`config.mk`:
```
export PLATFORM = sky130hd
export DESIGN_NAME = pipelined_adder
export DESIGN_NICKNAME = d
export VERILOG_FILES = /design/src/rtl/adder_pkg.sv /design/src/rtl/adder_chunk.sv /design/src/rtl/pipelined_adder.sv
export SDC_FILE = /design/constraint.sdc
export NUM_CORES = 1
export LEC_CHECK = 0
export BUFFER_PORTS_ARGS = -buffer_cell sky130_fd_sc_hd__buf_2
export CORE_UTILIZATION = 55
export DETAILED_ROUTE_END_ITERATION = 10
export GPL_TIMING_DRIVEN = 0
export PLACE_DENSITY = 0.83
export SETUP_SLACK_MARGIN = 0.2
export SYNTH_ARGS = -nofsm -noshare
export SYNTH_HDL_FRONTEND = slang
export SYNTH_SLANG_ARGS = --single-unit
```
`constraint.sdc`:
```
create_clock -name clk -period 4.66 [get_ports clk]
set_clock_uncertainty 0.15 [all_clocks]
set_input_delay 1.398 -clock clk [delete_from_list [all_inputs] [get_ports clk]]
set_output_delay 1.398 -clock clk [all_outputs]
set_load 0.05 [all_outputs]
```
`src/rtl/adder_pkg.sv`:
```
// Shared types and elaboration helpers for the pipelined adder/subtractor.
package adder_pkg;

    // Upper bound on operand width; stage bundles are sized to this.
    localparam int unsigned ADDER_MAX_WIDTH = 64;

    function automatic int unsigned chunk_width(input int unsigned width, input int unsigned stages);
        return (stages == 0) ? width : width / stages;
    endfunction

    function automatic bit config_ok(input int unsigned width, input int unsigned stages);
        return (stages != 0) && (width != 0) && (width % stages == 0) && (width <= ADDER_MAX_WIDTH);
    endfunction

    // Per-stage bundle. remaining_* hold the not-yet-added operand bits,
    // right-aligned so the next chunk always sits in the low CHUNK bits.
    typedef struct packed {
        logic                       valid;
        logic                       carry;
        logic [ADDER_MAX_WIDTH-1:0] partial_sum;
        logic [ADDER_MAX_WIDTH-1:0] remaining_a;
        logic [ADDER_MAX_WIDTH-1:0] remaining_b;
    } stage_t;

endpackage

```
`src/rtl/adder_chunk.sv`:
```
// Combinational ripple of 1-bit full-adder cells; exposes the carry into the
// MSB so the final stage can derive signed overflow.
module adder_chunk #(
    parameter int unsigned WIDTH = 8
) (
    input  logic [WIDTH-1:0] a,
    input  logic [WIDTH-1:0] b,
    input  logic             cin,
    output logic [WIDTH-1:0] sum,
    output logic             cout,
    output logic             c_msb
);

    logic [WIDTH:0] c;

    // NOTE: blocking assignments in combinational logic so each cell sees the
    // carry produced by the cell below it in the same evaluation.
    always_comb begin
        c    = '0;
        sum  = '0;
        c[0] = cin;
        for (int i = 0; i < WIDTH; i++) begin
            sum[i]   = a[i] ^ b[i] ^ c[i];
            c[i + 1] = (a[i] & b[i]) | (c[i] & (a[i] ^ b[i]));
        end
    end

    assign cout  = c[WIDTH];
    assign c_msb = c[WIDTH-1];

endmodule

```
`src/rtl/pipelined_adder.sv`:
```
// Pipelined WIDTH-bit adder/subtractor, one CHUNK-bit ripple segment per stage.
// Define ADDER_ZERO_FLAG_EN to add a registered zero-result output.
module pipelined_adder
    import adder_pkg::*;
#(
    parameter int unsigned WIDTH  = 32,
    parameter int unsigned STAGES = 4
) (
    input  logic             clk,
    input  logic             rst_n,
    input  logic             in_valid,
    output logic             in_ready,
    input  logic [WIDTH-1:0] a,
    input  logic [WIDTH-1:0] b,
    input  logic             cin,
    input  logic             sub,
    output logic             out_valid,
    input  logic             out_ready,
    output logic [WIDTH-1:0] sum,
    output logic             cout,
    output logic             ovf
`ifdef ADDER_ZERO_FLAG_EN
    ,
    output logic             zero
`endif
);

    localparam int unsigned CHUNK = chunk_width(WIDTH, STAGES);

    if (!config_ok(WIDTH, STAGES)) begin : g_bad_config
        $error("pipelined_adder: STAGES must divide WIDTH and WIDTH must not exceed ADDER_MAX_WIDTH");
    end

    stage_t stage_q   [STAGES];
    logic   msb_carry [STAGES];
    stage_t in_stage;
    logic   stall;
    logic   advance;
    logic   ovf_q;

    // The whole pipeline freezes while the output beat waits downstream.
    assign stall    = out_valid && !out_ready;
    assign advance  = !stall;
    assign in_ready = advance;

    // Subtraction folds into the add as A + ~B + 1 (cin toggles the +1).
    always_comb begin
        in_stage             = '0;
        in_stage.valid       = in_valid;
        in_stage.carry       = cin ^ sub;
        in_stage.remaining_a = ADDER_MAX_WIDTH'(a);
        in_stage.remaining_b = ADDER_MAX_WIDTH'(sub ? ~b : b);
    end

    for (genvar k = 0; k < STAGES; k++) begin : g_stage
        stage_t           src;
        stage_t           nxt;
        logic [CHUNK-1:0] chunk_sum;
        logic             chunk_cout;

        if (k == 0) begin : g_first
            assign src = in_stage;
        end else begin : g_next
            assign src = stage_q[k-1];
        end

        adder_chunk #(
            .WIDTH (CHUNK)
        ) u_chunk (
            .a     (src.remaining_a[CHUNK-1:0]),
            .b     (src.remaining_b[CHUNK-1:0]),
            .cin   (src.carry),
            .sum   (chunk_sum),
            .cout  (chunk_cout),
            .c_msb (msb_carry[k])
        );

        // Finished bits accumulate in place (de-skew); operands shift down one chunk.
        always_comb begin
            nxt             = src;
            nxt.carry       = chunk_cout;
            nxt.partial_sum = src.partial_sum | (ADDER_MAX_WIDTH'(chunk_sum) << (k * CHUNK));
            nxt.remaining_a = src.remaining_a >> CHUNK;
            nxt.remaining_b = src.remaining_b >> CHUNK;
        end

        // NOTE: datapath fields are reset along with valid because sum/cout
        // are read straight from the last stage and must read 0 in reset.
        always_ff @(posedge clk or negedge rst_n) begin
            if (!rst_n) begin
                stage_q[k] <= '0;
            end else if (advance) begin
                stage_q[k] <= nxt;
            end
        end

        if (k == STAGES - 1) begin : g_last
            // NOTE: non-blocking assignments for every register so all stages
            // sample the pre-edge values and shift together.
            always_ff @(posedge clk or negedge rst_n) begin
                if (!rst_n) begin
                    ovf_q <= 1'b0;
                end else if (advance) begin
                    ovf_q <= msb_carry[k] ^ chunk_cout;
                end
            end

`ifdef ADDER_ZERO_FLAG_EN
            logic zero_q;

            always_ff @(posedge clk or negedge rst_n) begin
                if (!rst_n) begin
                    zero_q <= 1'b0;
                end else if (advance) begin
                    zero_q <= (nxt.partial_sum[WIDTH-1:0] == '0);
                end
            end

            assign zero = zero_q;
`endif
        end
    end

    assign out_valid = stage_q[STAGES-1].valid;
    assign sum       = stage_q[STAGES-1].partial_sum[WIDTH-1:0];
    assign cout      = stage_q[STAGES-1].carry;
    assign ovf       = ovf_q;

endmodule

```
Word level (Yosys, flattened, before mapping):

Index checks and enable logic that the tools add are counted.

* bits in registers: 193
* output and inout bits: 36
* logic and storage cells: 189

* muxes and demuxes: 1
* bitwise operators: 166
* reductions and logical operators: 3

Operators with widths (count)
* 1-bit XOR: 66
* 1-bit bitwise AND: 64
* 32-bit 2-to-1 mux: 1
* 32-bit inverter: 1
* 1-bit OR: 32
* 32-bit OR: 1
* 16-bit by 24-bit OR with 24-bit output: 1
* 8-bit by 16-bit OR with 16-bit output: 1
* 1-bit zero test: 2
* 1-bit logical AND: 1

Longest topological paths before layout:

Gate-level depths: netlist of the first run.

* word-level depth: 19
* mapped depth: 15
* mapped depth without buffers: 13

Modules after synthesis:

From an unflattened synthesis of the first run, not the netlist that was laid out.

* cells, all modules: 502
* area, all modules: 8246.7 um^2

Modules (own cells, without submodules)
* pipelined_adder: times used 1, cells an instance 430, area each 7455.9 um^2
* adder_chunk: times used 4, cells an instance 18, area each 197.7 um^2

Least setup slack after synthesis of the first run:

OpenSTA, ideal clock, no wires.

* path type: in2reg
* start: in sub
* end: reg stage_q, in the netlist g_stage[1].src[135]
* library setup time: 0.125 ns
* arrival: 5.185 ns
* slack: -0.800 ns
* stages: 15
* path buffers: 2
* path through: buf_2 > buf_2 > xnor2_1 > fa_1 > inv_1 > fa_1 > inv_1 > fa_1 > fa_1 > fa_1 > fa_1 > fa_1 > inv_1 > fa_1 > mux2_2

* word-level cells in the longest chain between the ends: 17
* elaborated cells on any way between the ends: 32
* those cells by class: mux: 1; bitwise: 31

Ends and longest elaborated chain
* start: declaration: line pipelined_adder.sv:16 `input logic sub,`
* 32-bit 2-to-1 mux: line pipelined_adder.sv:52 `in_stage.remaining_b = ADDER_MAX_WIDTH'(sub ? ~b : b);`
* 1-bit XOR: line adder_chunk.sv:24 `c[i + 1] = (a[i] & b[i]) | (c[i] & (a[i] ^ b[i]));`
* 1-bit bitwise AND: line adder_chunk.sv:24
* 1-bit OR: line adder_chunk.sv:24
* 1-bit bitwise AND: line adder_chunk.sv:24
* 1-bit OR: line adder_chunk.sv:24
* 1-bit bitwise AND: line adder_chunk.sv:24
* 1-bit OR: line adder_chunk.sv:24
* [... 2 more ...]
* 1-bit bitwise AND: line adder_chunk.sv:24
* 1-bit OR: line adder_chunk.sv:24
* 1-bit bitwise AND: line adder_chunk.sv:24
* 1-bit OR: line adder_chunk.sv:24
* 1-bit bitwise AND: line adder_chunk.sv:24
* 1-bit OR: line adder_chunk.sv:24
* 1-bit XOR (*): line adder_chunk.sv:23 `sum[i] = a[i] ^ b[i] ^ c[i];`
* named net g_stage[0].chunk_sum[7]: line pipelined_adder.sv:58 `logic [CHUNK-1:0] chunk_sum;`
* end signal: indexed assignment: line pipelined_adder.sv:93 `stage_q[k] <= nxt;`
* end: declaration: line pipelined_adder.sv:34 `stage_t stage_q [STAGES];`

Mark *: on every way through the listed nets, which the timed path passes. The rest lies on a longest branch.
A chain may end at the register's enable or synchronous reset.

Final worst setup path of the first run:

Ends and elaborated chain as after synthesis.

==> key figures, run 1 <==
Status
  – Outcome: finished, violations left
  – Failing checks: setup timing

Die
  – Die H: ~120 µm
  – Row Count: between 40 and 50
  – Io pins: approximately 110
  – Die Area: 15,300 µm²
  – Initial Utilization: between 50% and 60%
  – DIE WIDTH: between 100 and 150 µm
  – Placeable Area: roughly 15,000 µm²

STA
  – Crit share post-route: 103%
  – Slew Limit Headroom: a little under three fifths
  – Fin. max-slew vios: 0
  – Max Clock Freq: 209 MHz
  – Period minus WS final: ~4.8 ns
  – Hold WS: around 0.33 ns
  – Slew @ Worst Pin: 0.651 ns
  – Setup WS post-layout: -0.131 ns
  – Final hold violations: 0
  – Setup Viol. Count Final: 1
  – RSZ-0062 raised after global routing: yes

Setup path
  – Critical path class: in -> reg
  – R2R Path Start: g_stage[3].src[0]$_DFFE_PN0N_
  – CP top delay family: adder cells
  – RR Endpoint: ovf$_DFFE_PN0N_
  – Nature of the critical path endpoint: flop
  – Reg2reg path depth: 13
  – Crit path largest cell delay: about 0.40 ns
  – Critical Path Source Type: input port
  – Crit-path cells: buf_12 > buf_12 > xnor2_4 > fa_2 > inv_2 > fa_2 > inv_2 > fa_2 > fa_2 > fa_2 > fa_2 > fa_2 > inv_2 > fa_1 > mux2_4
  – Internal reg-to-reg setup slack: roughly 0.56 ns
  – Max FO, Critical Path: 10
  – CP required: 4.82 ns
  – Critical Path Slowest Stage Cell: fa_1
  – Cell depth of the worst setup path: 15
  – Worst path most repeated cell: fa_2
  – Crit path DAT: 4.95 ns
  – Worst path bufs/invs: 5

Layout
  – Layout filler cell count: roughly 1,000
  – Share of cells above drive strength 1: roughly 51%
  – Design area: 9650 µm²
  – Area grow syn2layout: 18.2%
  – Diode count: 0
  – Layout Utilization: around two thirds
  – Finished Layout Cells: a little over 800
  – # nets final: between 700 and 800

Worst hold path
  – Hold Crit Start: g_stage[3].nxt[193]$_DFFE_PN0N_
  – Hold crit path type: reg -> reg
  – Worst Hold Path EP: out_valid$_DFFE_PN0N_
  – Cells on Worst Hold Path: 1

CTS
  – Root buffer selected by CTS: clkbuf_16
  – Num CTS Buffers: 17
  – Clock buffer depth: 2
  – Worst skew pair latency: 0.43 ns
  – Clock sink total: between 150 and 200
  – CTS Hold Buffers Added: 0
  – H-Tree Depth: 4
  – Clock transition at path regs: around 0.06 ns
  – CTS tree: done

Placement
  – Placed instance area: around 9000 µm²
  – Routability Congestion: 0.773
  – Placed Instances: roughly 800
  – # port buffers: ~100
  – Dpl ws: -0.610 ns
  – Placed wire-length estimate: 10,500 µm

Power
  – Switching fraction of total power: a little over a third
  – Comb power frac: 39.9%
  – Worst vdd ir: between 0.3 and 0.4 mV
  – Cell Pwr Density: between 700 and 800 nW/µm²
  – Clk pwr share: between 20% and 30%
  – Lkg Pwr: 0.00443 µW
  – Int Power: between 4000 and 5000 µW
  – Reg power frac: about two fifths
  – Psw: ~2500 µW

Synth
  – Avg Inst Size Synth: 16.0 µm²
  – Seq/Total Area, Yosys: between 50% and 60%
  – Mapped cell area: 8170 µm²
  – Post-synthesis net count: between 600 and 700
  – Synth cell types: 18
  – Async SR Flop Fraction: 100%
  – EDFF count, synth: 0
  – Largest area contributor in the netlist: dfrtp_1
  – Synth warnings: 0
  – Synth top area share: a little under three fifths
  – Ys flop type: dfrtp_1
  – Seq cells post-synth: 185
  – Area contributors post-synth: dfrtp_1 (57%), mux2_2 (15%), mux2_4 (9.2%)
  – Mapped Cells: between 500 and 600

Run
  – Max-cap violations: 0

Global routing
  – Global-route wire length before repair: 24,100 µm
  – Pin count of the biggest net entering global routing: roughly 140
  – Vias in the first global route: about 4,700
  – Initial antenna violation count: 0
  – Gr usage total: 21.5%
  – GRT overflow: 0

Detailed routing
  – DR pass1 iterations: 4
  – Routed WL: ~15,000 µm
  – DRC: 0
  – Initial drt markers: 185
  – ANT nets after route: 0
  – Vias: around 4,400
  – Via density: about 5.3
  – WL/cell: 18.1 µm
-- area by class of cell --
type	count	area, µm²	area share, %
Sequential cell	185	4630	48.0
Multi-Input combinational cell	267	3270	33.9
Timing Repair Buffer	105	558	5.78
Clock buffer	18	429	4.45
Tap cell	184	230	2.38
Buffer	26	223	2.31
Clock inverter	13	194	2.01
Inverter	31	116	1.21
-- Yosys cell counts, types with 2 or more instances --
library cell / number
mux2_1: 7
buf_2: 13
xor2_1: 24
nor3b_1: 15
clkbuf_1: 2
mux2i_1: 2
fa_1: 32
mux2_4: 50
inv_1: 30
mux2_2: 110
buf_6: 10
a21oi_1: 15
xnor2_1: 10
dfrtp_1: 185
-- power by group through the flow --
stage	Combinational [µW]	Sequential [µW]	Clock, µW
floorplan	1700	3220	0
global placement	2740	2750	0
detailed placement	2850	2810	0
CTS	2890	2790	1540
global route	3100	2880	1610
finish	2850	2780	1520
-- stage by stage --
stage | power [µW] | setup TNS, ns
after global placement | 5490 | -121.86
after detailed placement | 5660 | -0.887
after global routing | 7590 | -0.196
after CTS | 7220 | -0.126
after floorplan | 4920 | -0.426
final | 7150 | -0.131
-- state kept, by name, indices dropped and copies added, names as in the netlist --
name / cells
cout: 1
ovf: 1
g_stage.nxt: 51
out_valid: 1
sum: 32
g_stage.src: 99
-- layout by cell type, fill, tap and decap left out --
master      Yosys  layout
inv_1          30      27
inv_6           0       3
buf_8           0       1
clkinv_4        0       2
buf_2          13     114
mux2i_1         2       2
a21oi_1        15      15
nor2b_1         1       1
mux2_4         50      51
mux2_1          7       7
fa_2            0       7
xor2_1         24      24
xnor2_1        10       8
clkbuf_1        2       3
buf_6          10      10
dfrtp_1       185     185
xnor2_4         0       1
fa_1           32      25
buf_16          0       1
xnor2_2         0       1
nand2b_1        1       1
clkbuf_16       0      17
inv_2           1       4
bufinv_16       0       4
mux2_2        110     109
buf_4           1       1
clkinvlp_4      0       4
nor3b_1        15      15
buf_12          0       2
-- kinds of logic (layout without fill, tap and decap cells) --
group | count (synthesis) | after routing | synth area share [%]
adder cells (fa/ha/maj) | 32 | 32 | 7.85
flip-flops | 185 | 185 | 56.7
multiplexers | 169 | 169 | 25.6
buffers and inverters | 57 | 193 | 3.78
XOR/XNOR | 34 | 34 | 3.65
AO/OA/AOI/OAI | 15 | 15 | 0.919
AND/OR/NAND/NOR | 17 | 17 | 1.53
-- metal layers --
layer / vias to the layer above / part of all wire (%) / wire [µm] / GRT usage [%]
met3: 20 / 4.3 / 649 / 4.81
li1: 1959 / - / - / -
met5: - / 0 / 0 / 0
met4: 0 / 1.7 / 255 / 8.13
met2: 101 / 51 / 7630 / 35.8
met1: 2277 / 43 / 6490 / 27.6
-- how the worst max path moves through the flow --
stage | startpoint | to | slack (ns)
2_1_floorplan | sub | g_stage[1].src[135]$_DFFE_PN0N_ | -0.43
6_report | sub | g_stage[1].src[135]$_DFFE_PN0N_ | -0.13
3_3_place_gp | rst_n | g_stage[1].nxt[68]$_DFFE_PN0N_ | -0.67
4_1_cts | sub | g_stage[1].src[135]$_DFFE_PN0N_ | -0.13
5_1_grt | sub | g_stage[1].src[135]$_DFFE_PN0N_ | -0.20
3_5_place_dp | sub | g_stage[1].src[135]$_DFFE_PN0N_ | -0.61
-- repair_timing --
item	CTS	global route
gates resized for setup	2	1
buffers inserted	0	0
endpoints found under the setup margin	1	1
(Power assumes the default switching activity.)
==> inputs of run 2 (changes only) <==
--- a/config.mk
+++ b/config.mk
@@ -6,9 +6,11 @@
 export NUM_CORES = 1
 export LEC_CHECK = 0
 export BUFFER_PORTS_ARGS = -buffer_cell sky130_fd_sc_hd__buf_2
+export CORE_MARGIN = 2
 export CORE_UTILIZATION = 55
 export DETAILED_ROUTE_END_ITERATION = 10
 export GPL_TIMING_DRIVEN = 0
+export MAX_ROUTING_LAYER = met4
 export PLACE_DENSITY = 0.83
 export SETUP_SLACK_MARGIN = 0.2
 export SYNTH_ARGS = -nofsm -noshare
==> key figures, run 2 (synthesis gave the netlist of run 1 again) <==
Status
  – Outcome: finished, violations left
  – Failing checks: setup timing

Power
  – Cell Pwr Density: 739 nW/µm² (-0.23%)
  – Switching fraction of total power: 34.5% (-0.60 points)
  – Worst vdd ir: 0.378 mV (+14%)
  – Reg power frac: 38.8% (about the same)
  – Lkg Pwr: 0.00446 µW (+0.86%)
  – Int Power: 4690 µW (+1.1%)
  – Psw: 2480 µW (-1.5%)
  – Comb power frac: 39.9% (about the same)
  – Clk pwr share: 21.2% (about the same)
  – Pwr Total: 7170 µW (+0.19%)

STA
  – Slew Limit Headroom: 62.4% (+5.8 points)
  – Setup TNS: -0.160 ns (-0.0296 ns)
  – Crit share post-route: 103% (+0.64 points)
  – Slew @ Worst Pin: 0.564 ns (-0.0865 ns)
  – Final hold violations: 0 (unchanged)
  – Hold WS: 0.325 ns (-0.00735 ns)
  – Period minus WS final: 4.82 ns (+0.0296 ns)
  – Setup WS post-layout: -0.160 ns (-0.0296 ns)
  – Max Clock Freq: 207 MHz (-0.61%)
  – RSZ-0062 raised after global routing: yes
  – Fin. max-slew vios: 0 (unchanged)
  – Setup Viol. Count Final: 1 (unchanged)

CTS
  – CTS tree: done
  – Clock buffer depth: 2 (unchanged)
  – Worst skew pair latency: 0.42 ns (about the same)
  – H-Tree Depth: 4 (unchanged)
  – Clock sink total: 185 (unchanged)
  – Num CTS Buffers: 17 (unchanged)
  – Clock transition at path regs: 0.06 ns (about the same)
  – Root buffer selected by CTS: clkbuf_16

Placement
  – Placed Instances: 798 (unchanged)
  – Placed wire-length estimate: 10,800 µm (+2.4%)
  – # port buffers: 104 (unchanged)
  – Routability Congestion: 0.781 (+1.1%)

Detailed routing
  – ANT nets after route: 0 (unchanged)
  – DRC: 0 (unchanged)
  – Vias: 4,413 (+1.3%)
  – Via density: 5.29 (+0.68%)
  – WL/cell: 18.7 µm (+3.1%)
  – Initial drt markers: 182 (-1.6%)
  – Routed WL: 15,600 µm (+3.7%)
  – DR pass1 iterations: 6 (+2)

Die
  – DIE WIDTH: 126 µm (+1.6%)
  – Initial Utilization: 56.2% (unchanged)
  – Placeable Area: 14,500 µm² (unchanged)
  – Die Area: 15,800 µm² (+3.3%)
  – Die H: 126 µm (+1.6%)
  – Io pins: 106 (unchanged)
  – Row Count: 44 (unchanged)

Layout
  – Finished Layout Cells: 834 (+0.60%)
  – Most frequent cells in the layout: dfrtp_1 (185), buf_2 (114), mux2_2 (109)
  – Share of cells above drive strength 1: 51.5% (+0.066 points)
  – Layout Utilization: 66.7% (+0.28 points)
  – Layout filler cell count: 1,000 (-2.8%)
  – Area grow syn2layout: 18.7%
  – Sequential standard cell area: 4630 µm² (unchanged)
  – Commonest non-fill, non-tap cell in the layout: dfrtp_1
  – Flip-flop count of the largest register after layout: 99 (unchanged)
  – Diode count: 0 (unchanged)
  – # nets final: 740 (+0.68%)
  – Multi-input gate area: 3270 µm² (-0.15%)

Setup path
  – Crit path DAT: 4.98 ns (+0.03 ns)
  – Worst path most repeated cell: fa_2
  – Critical path class: in -> reg
  – Critical Path Source Type: input port
  – Critical Path Slowest Stage Cell: fa_2
  – Crit-path cells: buf_12 > buf_12 > xnor2_4 > fa_2 > inv_2 > fa_2 > inv_2 > fa_2 > fa_2 > fa_2 > fa_2 > fa_2 > inv_2 > fa_2 > mux2_4
  – CP required: 4.82 ns (about the same)
  – Nature of the critical path endpoint: flop
  – Crit path largest cell delay: 0.41 ns (about the same)
  – Max FO, Critical Path: 8 (-2)

Run
  – Max-cap violations: 0 (unchanged)

Global routing
  – Vias in the first global route: 4,942 (+4.6%)
  – Gr usage total: 22.0% (+0.46 points)
  – Initial antenna violation count: 0 (unchanged)
  – Pin count of the biggest net entering global routing: 110 (-19%)
  – Global-route wire length before repair: 25,900 µm (+7.5%)
  – GRT overflow: 0 (unchanged)

Worst hold path
  – Hold crit path type: reg -> reg
==> run 2: cell count changes in the layout (fill, tap and decap cells not counted) <==
cell / change
buf_4: +5
clkbuf_8: +4
clkinvlp_4: -4
inv_6: -3
clkbuf_1: +2
clkinv_2: +2
clkinv_4: -1
fa_1: -1
fa_2: +1
xnor2_1: +1
xnor2_2: -1
==> run 2: worst paths after layout <==
check | from | cells after the start | slack (ns) | to
hold reg to reg | g_stage[3].nxt[193]$_DFFE_PN0N_ | 1 | 0.33 | out_valid$_DFFE_PN0N_
hold / removal | g_stage[3].nxt[193]$_DFFE_PN0N_ | 1 | 0.33 | out_valid$_DFFE_PN0N_
max in group asynchronous | rst_n | 2 | 2.66 | sum[21]$_DFFE_PN0N_
setup / recovery | sub | 15 | -0.16 | g_stage[1].src[135]$_DFFE_PN0N_
setup reg to reg | g_stage[3].src[0]$_DFFE_PN0N_ | 13 | 0.53 | ovf$_DFFE_PN0N_
min in group asynchronous | rst_n | 1 | 0.80 | sum[0]$_DFFE_PN0N_
==> run 2: stage by stage <==
| step | cell area (µm²) | setup WS (ns) |
|---|---|---|
| 6_report | 9690 | -0.160 |
| 5_1_grt | 9690 | -0.248 |
| 4_1_cts | 9650 | -0.166 |
| 3_5_place_dp | 9010 | -0.650 |
| 3_3_place_gp | 8980 | -0.658 |
| 2_1_floorplan | 8230 | -0.426 |
==> run 2: power by group through the flow <==
stage / registers [µW] / clock network, µW / logic [µW]
2_1_floorplan: 3220 / 0 / 1700
3_3_place_gp: 2750 / 0 / 2740
5_1_grt: 2880 / 1610 / 3100
4_1_cts: 2790 / 1540 / 2900
3_5_place_dp: 2810 / 0 / 2860
6_report: 2780 / 1520 / 2860
==> run 2: critical path: cells and delay by family <==
kind	cells	cell delay (ns)
adders and majority gates	8	2.72
buffers and inverters	5	0.43
muxes	1	0.27
xor gates and xnor gates	1	0.14
==> run 2: layer usage <==
layer,wire (µm),up-vias,global-route usage (%)
met1,6540,2306,27.8
met5,0,-,-
met4,258,0,7.18
li1,-,1975,-
met2,8070,114,35.9
met3,725,18,4.72
==> run 2: cell type report <==
cell class,count,area share [%]
Timing Repair Buffer,110,6.14
Clock buffer,24,5.07
Clock inverter,7,1.43
Multi-Input combinational cell,267,33.7
Sequential cell,185,47.8
Inverter,31,1.20
Buffer,26,2.30
Tap cell,184,2.37
==> run 2: repair_timing <==
item,CTS,global route
hold buffers,0,0
resized for setup,2,1
buffers inserted,0,5
endpoints found under the setup margin,1,2
